[src/rtl/deser_load_ctrl.sv]
// deser_load_ctrl: framed serial-to-parallel loader with optional even parity and a one-cycle load strobe
module deser_load_ctrl #(
  parameter int WIDTH     = 8,
  parameter bit MSB_FIRST = 1,
  parameter bit PARITY_EN = 0
) (
  input  logic             clk,
  input  logic             reset,
  input  logic             start,
  input  logic             in_valid,
  input  logic             in_bit,
  output logic             in_ready,
  output logic             load,
  output logic [WIDTH-1:0] data,
  output logic             busy,
  output logic             error
);
  localparam int CW = $clog2(WIDTH + 1);
  typedef enum logic [1:0] {IDLE, SHIFT, PARITY, LOAD} state_t;
  state_t           state, nxt;
  logic [CW-1:0]    cnt, cnt_n;
  logic [WIDTH-1:0] sr, sr_n, data_n, shifted;
  logic             err_n, xfer;
  assign in_ready = (state == SHIFT) || (state == PARITY);
  assign busy     = in_ready;
  assign load     = state == LOAD;
  assign xfer     = in_valid & in_ready;
  assign shifted  = MSB_FIRST ? {sr[WIDTH-2:0], in_bit} : {in_bit, sr[WIDTH-1:1]};
  always_ff @(posedge clk or negedge reset)
    if (!reset) begin
      state <= IDLE;
      cnt   <= '0;
      sr    <= '0;
      data  <= '0;
      error <= 1'b0;
    end else begin
      state <= nxt;
      cnt   <= cnt_n;
      sr    <= sr_n;
      data  <= data_n;
      error <= err_n;
    end
  // start wins in every state: it opens a fresh frame and drops any bit transferred alongside it
  always_comb begin
    nxt    = state;
    cnt_n  = cnt;
    sr_n   = sr;
    data_n = data;
    err_n  = error;
    if (start) begin
      nxt   = SHIFT;
      cnt_n = '0;
      sr_n  = '0;
      err_n = 1'b0;
    end else begin
      case (state)
        SHIFT: if (xfer) begin
          sr_n  = shifted;
          cnt_n = cnt + CW'(1);
          if (cnt == CW'(WIDTH - 1)) begin
            nxt    = PARITY_EN ? PARITY : LOAD;
            data_n = PARITY_EN ? data : shifted;
          end
        end
        PARITY: if (xfer) begin
          nxt    = (^{sr, in_bit}) ? IDLE : LOAD;
          data_n = (^{sr, in_bit}) ? data : sr;
          err_n  = ^{sr, in_bit};
        end
        LOAD:    nxt = IDLE;
        default: nxt = IDLE;
      endcase
    end
  end
endmodule

[config.mk]
export PLATFORM = sky130hd
export DESIGN_NAME = deser_load_ctrl
export DESIGN_NICKNAME = d
export VERILOG_FILES = /design/src/rtl/deser_load_ctrl.sv
export SDC_FILE = /design/constraint.sdc
export NUM_CORES = 1
export LEC_CHECK = 0
export BUFFER_PORTS_ARGS = -buffer_cell sky130_fd_sc_hd__buf_4
export CAP_MARGIN = 20
export CORE_ASPECT_RATIO = 0.9
export CORE_MARGIN = 2
export CORE_UTILIZATION = 30
export CTS_CLUSTER_DIAMETER = 40
export DETAILED_ROUTE_END_ITERATION = 12
export HOLD_SLACK_MARGIN = 0.02
export PLACE_DENSITY = 0.51
export SLEW_MARGIN = 10
export SYNTH_ARGS = -nofsm -noshare
export SYNTH_HDL_FRONTEND = slang
export SYNTH_SLANG_ARGS = --single-unit
[constraint.sdc]
create_clock -name clk -period 4.1 [get_ports clk]
set_clock_uncertainty 0.2 [all_clocks]
set_input_delay 0.205 -clock clk [delete_from_list [all_inputs] [get_ports clk]]
set_output_delay 0.205 -clock clk [all_outputs]
set_load 0.02 [all_outputs]
After elaboration in Yosys (flattened, before gate mapping)
Index checks and enable logic that the tools add are counted.
{"block": "word_totals", "ff_bits": 23, "in_bits": 5, "output_inout_bits": 12, "word_cells": 49}
{"block": "classes", "addsub": 1, "eq_ne": 11, "n_mux": 20, "bitwise": 2, "n_reduce_logical": 10}
{"cell": "two-way mux 8 bit", "n": 7}
{"cell": "one-hot mux 8 bit (2 select lines)", "n": 1}
{"cell": "two-way mux 4 bit", "n": 3}
{"cell": "two-way mux 2 bit", "n": 5}
{"cell": "XOR reduction 9 bit", "n": 1}
{"cell": "nonzero test 2 bit", "n": 4}
{"cell": "inequality test 2 bit (second input constant)", "n": 3}
{"cell": "inequality test 3 bit (second input constant)", "n": 2}
{"cell": "AND reduction 6 bit", "n": 1}
{"cell": "adder 4 x 1 -> 4 bit (second input constant)", "n": 1}
{"cell": "equality test 2 bit (second input constant)", "n": 2}
{"cell": "equality test 4 x 3 -> 1 bit (second input constant)", "n": 1}
{"cell": "one-hot mux 2 bit (2 select lines)", "n": 1}
{"cell": "AND reduction 2 bit", "n": 2}
{"cell": "two-way mux 1 bit", "n": 3}
{"cell": "inequality test 3 x 2 -> 1 bit (second input constant)", "n": 1}
{"cell": "AND reduction 3 bit", "n": 1}
{"cell": "equality test 2 x 1 -> 1 bit (second input constant)", "n": 1}
{"cell": "inequality test 2 x 1 -> 1 bit (second input constant)", "n": 1}
{"cell": "AND 1 bit", "n": 1}
{"cell": "logical OR 1 bit", "n": 1}
{"cell": "NOT 1 bit", "n": 1}

Depth between registers and ports, before layout
{"block": "logic_depth", "ltp_word": 6, "mapped_depth": 8, "depth_no_buf": 7}

Least setup slack after synthesis
OpenSTA, ideal clock, no wires.
{"block": "synth_path", "kind": "register to register", "from": "reg state[0]", "to": "reg data[0]", "setup_time_ns": 0.125, "arrival_time_ns": 1.921, "required_time_ns": 3.775, "path_slack_ns": 1.854, "stages_incl_launch_ff": 8, "path_buffers": 0, "period_less_slack_ns": 2.246, "cell_sequence": "dfrtp_1 inv_1 ha_1 nand3b_1 o31ai_1 nand4_2 nand3_4 mux2_4"}
{"block": "synth_via", "elab_chain_len": 5, "elab_cells_between_ends": 11, "classes_between": "6 x eq/ne; 1 x mux; 1 x bitwise; 3 x reduce/logical"}
{"item": "start: declaration", "line": "20", "rtl": "state_t state, nxt;"}
{"item": "start signal: assignment", "line": "37", "rtl": "state <= nxt;"}
{"item": "equality test 2 x 1 -> 1 bit or equality test 2 bit (tied branches)", "line": "24, 56"}
{"item": "logical OR 1 bit", "line": "24", "rtl": "assign in_ready = (state == SHIFT) || (state == PARITY);"}
{"item": "AND 1 bit", "line": "27", "rtl": "assign xfer = in_valid & in_ready;"}
{"item": "inequality test 2 bit (no line)"}
{"item": "AND reduction 6 bit (no line)"}
{"item": "end signal: assignment", "line": "40", "rtl": "data <= data_n;"}
{"item": "end: declaration", "line": "14", "rtl": "output logic [WIDTH-1:0] data,"}
Parallel ways exist; a longest one is shown, timed or not.
A chain may end at the register's enable or synchronous reset.

Worst setup path in the final report
{"block": "layout_path", "from": "reg state[0]", "to": "reg data[3]"}
The elaborated chain is that of the path after synthesis.

==> results.ini <==
[routing]
route.met2.wl_um=1010
wl_met1_um=1250
drt_first_pass_iters=4
viasPerCell=4.53
highest_layer=met4
vias=851
dr_wl_met3_um=86
drc=0
wl_per_cell_um=12.6
final_antenna_net_count=0
wl_um=2360
drt_iter0_drc=46

[floorplanning]
die_h_um=66.9
rows=22
start_util_pct=31.7
die_w_um=73.9
boundaryPins=17
coreArea_um2=4160
die-area_um2=4940

[logic_synthesis]
syn_area_um2=1320
synth_edf_count=0
netlist_top_cells_count=dfrtp_1, nor2_1, mux2_2, mux2_4, mux2i_1
ys.flop_type=dfrtp_1
yosysUniqueCellTypes=32
synth-seq-cells=23
synth_area_leaders=dfrtp_1, mux2_4, mux2_2
synthesis.nets=121
async_reset_ff_share_pct=100
yosysSeqAreaShare_pct=43.7
syn_avg_cell_area_um2=11.8
synthCells=112
synth_top_cell_by_area=dfrtp_1
synth_top_area_share_pct=43.7
yosysWarnings=0
synth_most_common_cell=dfrtp_1

[sta]
max_freq_ghz=0.330
rsz0062_at_grt=no
setup-violations-final=0
period_needed_ns=3.03
fin_ws_ns=1.07
tightest_slew_ns=0.707
min_period_over_period_pct=74.0
relSlewSlack_pct=52.7
fin_setup_tns_ns=0
report.final.slew_viol_count=0
hold_violations=0

[grt]
grt_pass1_wl_um=4250
antenna_found_initial=0
first_global_vias=862
grt_max_degree=24
grt_usage_pct=11.3
gr-total-overflow=0

[critical_path]
critPathSlowestCell=nand3b_1
crit_family=simple AND/OR/NAND/NOR gates
path_buf_inv=1
path_cells=inv_1, ha_1, nand3b_1, o31ai_1, nand4_2, nand3_4, mux2_4
end_kind=register
critPathMaxStageDelay_ns=0.58
critical_path_class=reg -> reg
crit_path_start_kind=register
cp.required_ns=4.05
worst-path-max-fanout=14
crit_arrival_ns=2.98

[cells_and_area]
fin_nets=138
fill_cells=426
area_growth_pct=17.7
num_antenna_cells=0
drive_gt1_share_pct=31.3

[cts]
root_buffer=clkbuf_8
numCtsBuffers=3
cts_tree=done
clk_pin_slew_ns=0.08
cts_sinks=23
cts_max_level=1
cts-resized-gates=0
clk_path_buf_depth=2
clkLatencyLatePin_ns=0.26

[placement]
gp_congestion=0.697
place_hpwl_um=1670
port_buffers=16
place_worst_setup_slack_ns=1.06

[worst_hold_path]
hold_class=in -> reg

[outcome]
status=finished, final reports clean

[flow_run]
cap_violations=0

[power_and_ir_drop]
power.leakage_nw=0.768
power_mw=0.604
peakVddDrop_uv=240
p_per_area_nw_per_um2=390

-- what timing repair did --
item                                   in CTS  in global routing
buffers inserted                            0                  0
hold buffers                                2                  0
endpoints found under the hold margin      24                  0
-- power breakdown --
part / internal (mW) / total [mW] / switching, mW
clock: 0.0677 / 0.140 / 0.0721
sequential: 0.244 / 0.263 / 0.0190
combinational: 0.0840 / 0.201 / 0.117
total: 0.396 / 0.604 / 0.208
-- kinds of logic (layout without fill, tap and decap cells) --
| logic type | after synthesis | after routing | synth area share (%) |
|---|---|---|---|
| xor gates and xnor gates | 10 | 10 | 9.40 |
| DFF | 23 | 23 | 43.7 |
| muxes | 23 | 23 | 21.3 |
| and+or+nand+nor | 32 | 32 | 14.0 |
| adders and majority gates | 4 | 4 | 3.80 |
| buffers and inverters | 10 | 26 | 3.32 |
| AOI/OAI and AO/OA | 10 | 10 | 4.56 |
-- through the flow --
step	instances	hold WS [ns]	utilization, %	instance area, um2
after floorplan	112	-0.291	-	1320
after global placement	182	-0.0810	35.7	1480
after detailed placement	182	-0.0784	35.7	1480
after CTS	188	0.0458	37.3	1550
after global routing	188	0.0646	37.3	1550
final	188	0.0465	37.3	1550
-- per-layer routing --
| layer | GRT usage (%) | vias up |
|---|---|---|
| met2 | 16.6 | 15 |
| met5 | 0 | - |
| met3 | 3.33 | 2 |
| li1 | - | 425 |
| met4 | 2.05 | 0 |
| met1 | 16.6 | 409 |
-- state kept, by name (all words and copies together), names as in the netlist --
name,cells
cnt,4
state,2
data,8
error,1
sr,8
-- layout by cell type, fill, tap and decap left out, types with 3 or more instances in the layout --
cell and n:
clkbuf_8 3, nand3_1 5, dfrtp_1 23, xnor2_1 4, xor2_1 3, a21oi_1 6
mux2_2 8, mux2i_1 7, mux2_4 8, nand2_1 5, buf_4 16, inv_1 4
ha_1 4, nor2_1 11
-- worst paths after layout --
| path | startpoint | to | slack [ns] | cells past startpoint |
|---|---|---|---|---|
| worst min register to register | data[2]$_DFFE_PN0P_ | data[2]$_DFFE_PN0P_ | 0.32 | 1 |
| max in group asynchronous | reset | sr[4]$_DFFE_PN0P_ | 3.31 | 2 |
| worst max register to register | state[0]$_DFFE_PN0P_ | data[3]$_DFFE_PN0P_ | 1.07 | 7 |
| worst max-delay path | state[0]$_DFFE_PN0P_ | data[3]$_DFFE_PN0P_ | 1.07 | 7 |
| min in group asynchronous | reset | cnt[1]$_DFFE_PN0P_ | 0.17 | 2 |
| worst min-delay path | start | error$_DFFE_PN0P_ | 0.05 | 2 |
-- layout make-up --
cell class | count | area, um2 | share of cell area (%)
Sequential cell | 23 | 576 | 37.1
Clock inverter | 1 | 5.00 | 0.323
Multi-Input combinational cell | 79 | 698 | 45.0
Inverter | 4 | 15.0 | 0.969
Tap cell | 60 | 75.1 | 4.84
Timing Repair Buffer | 18 | 140 | 9.04
Clock buffer | 3 | 41.3 | 2.66
(Power assumes the default switching activity.)
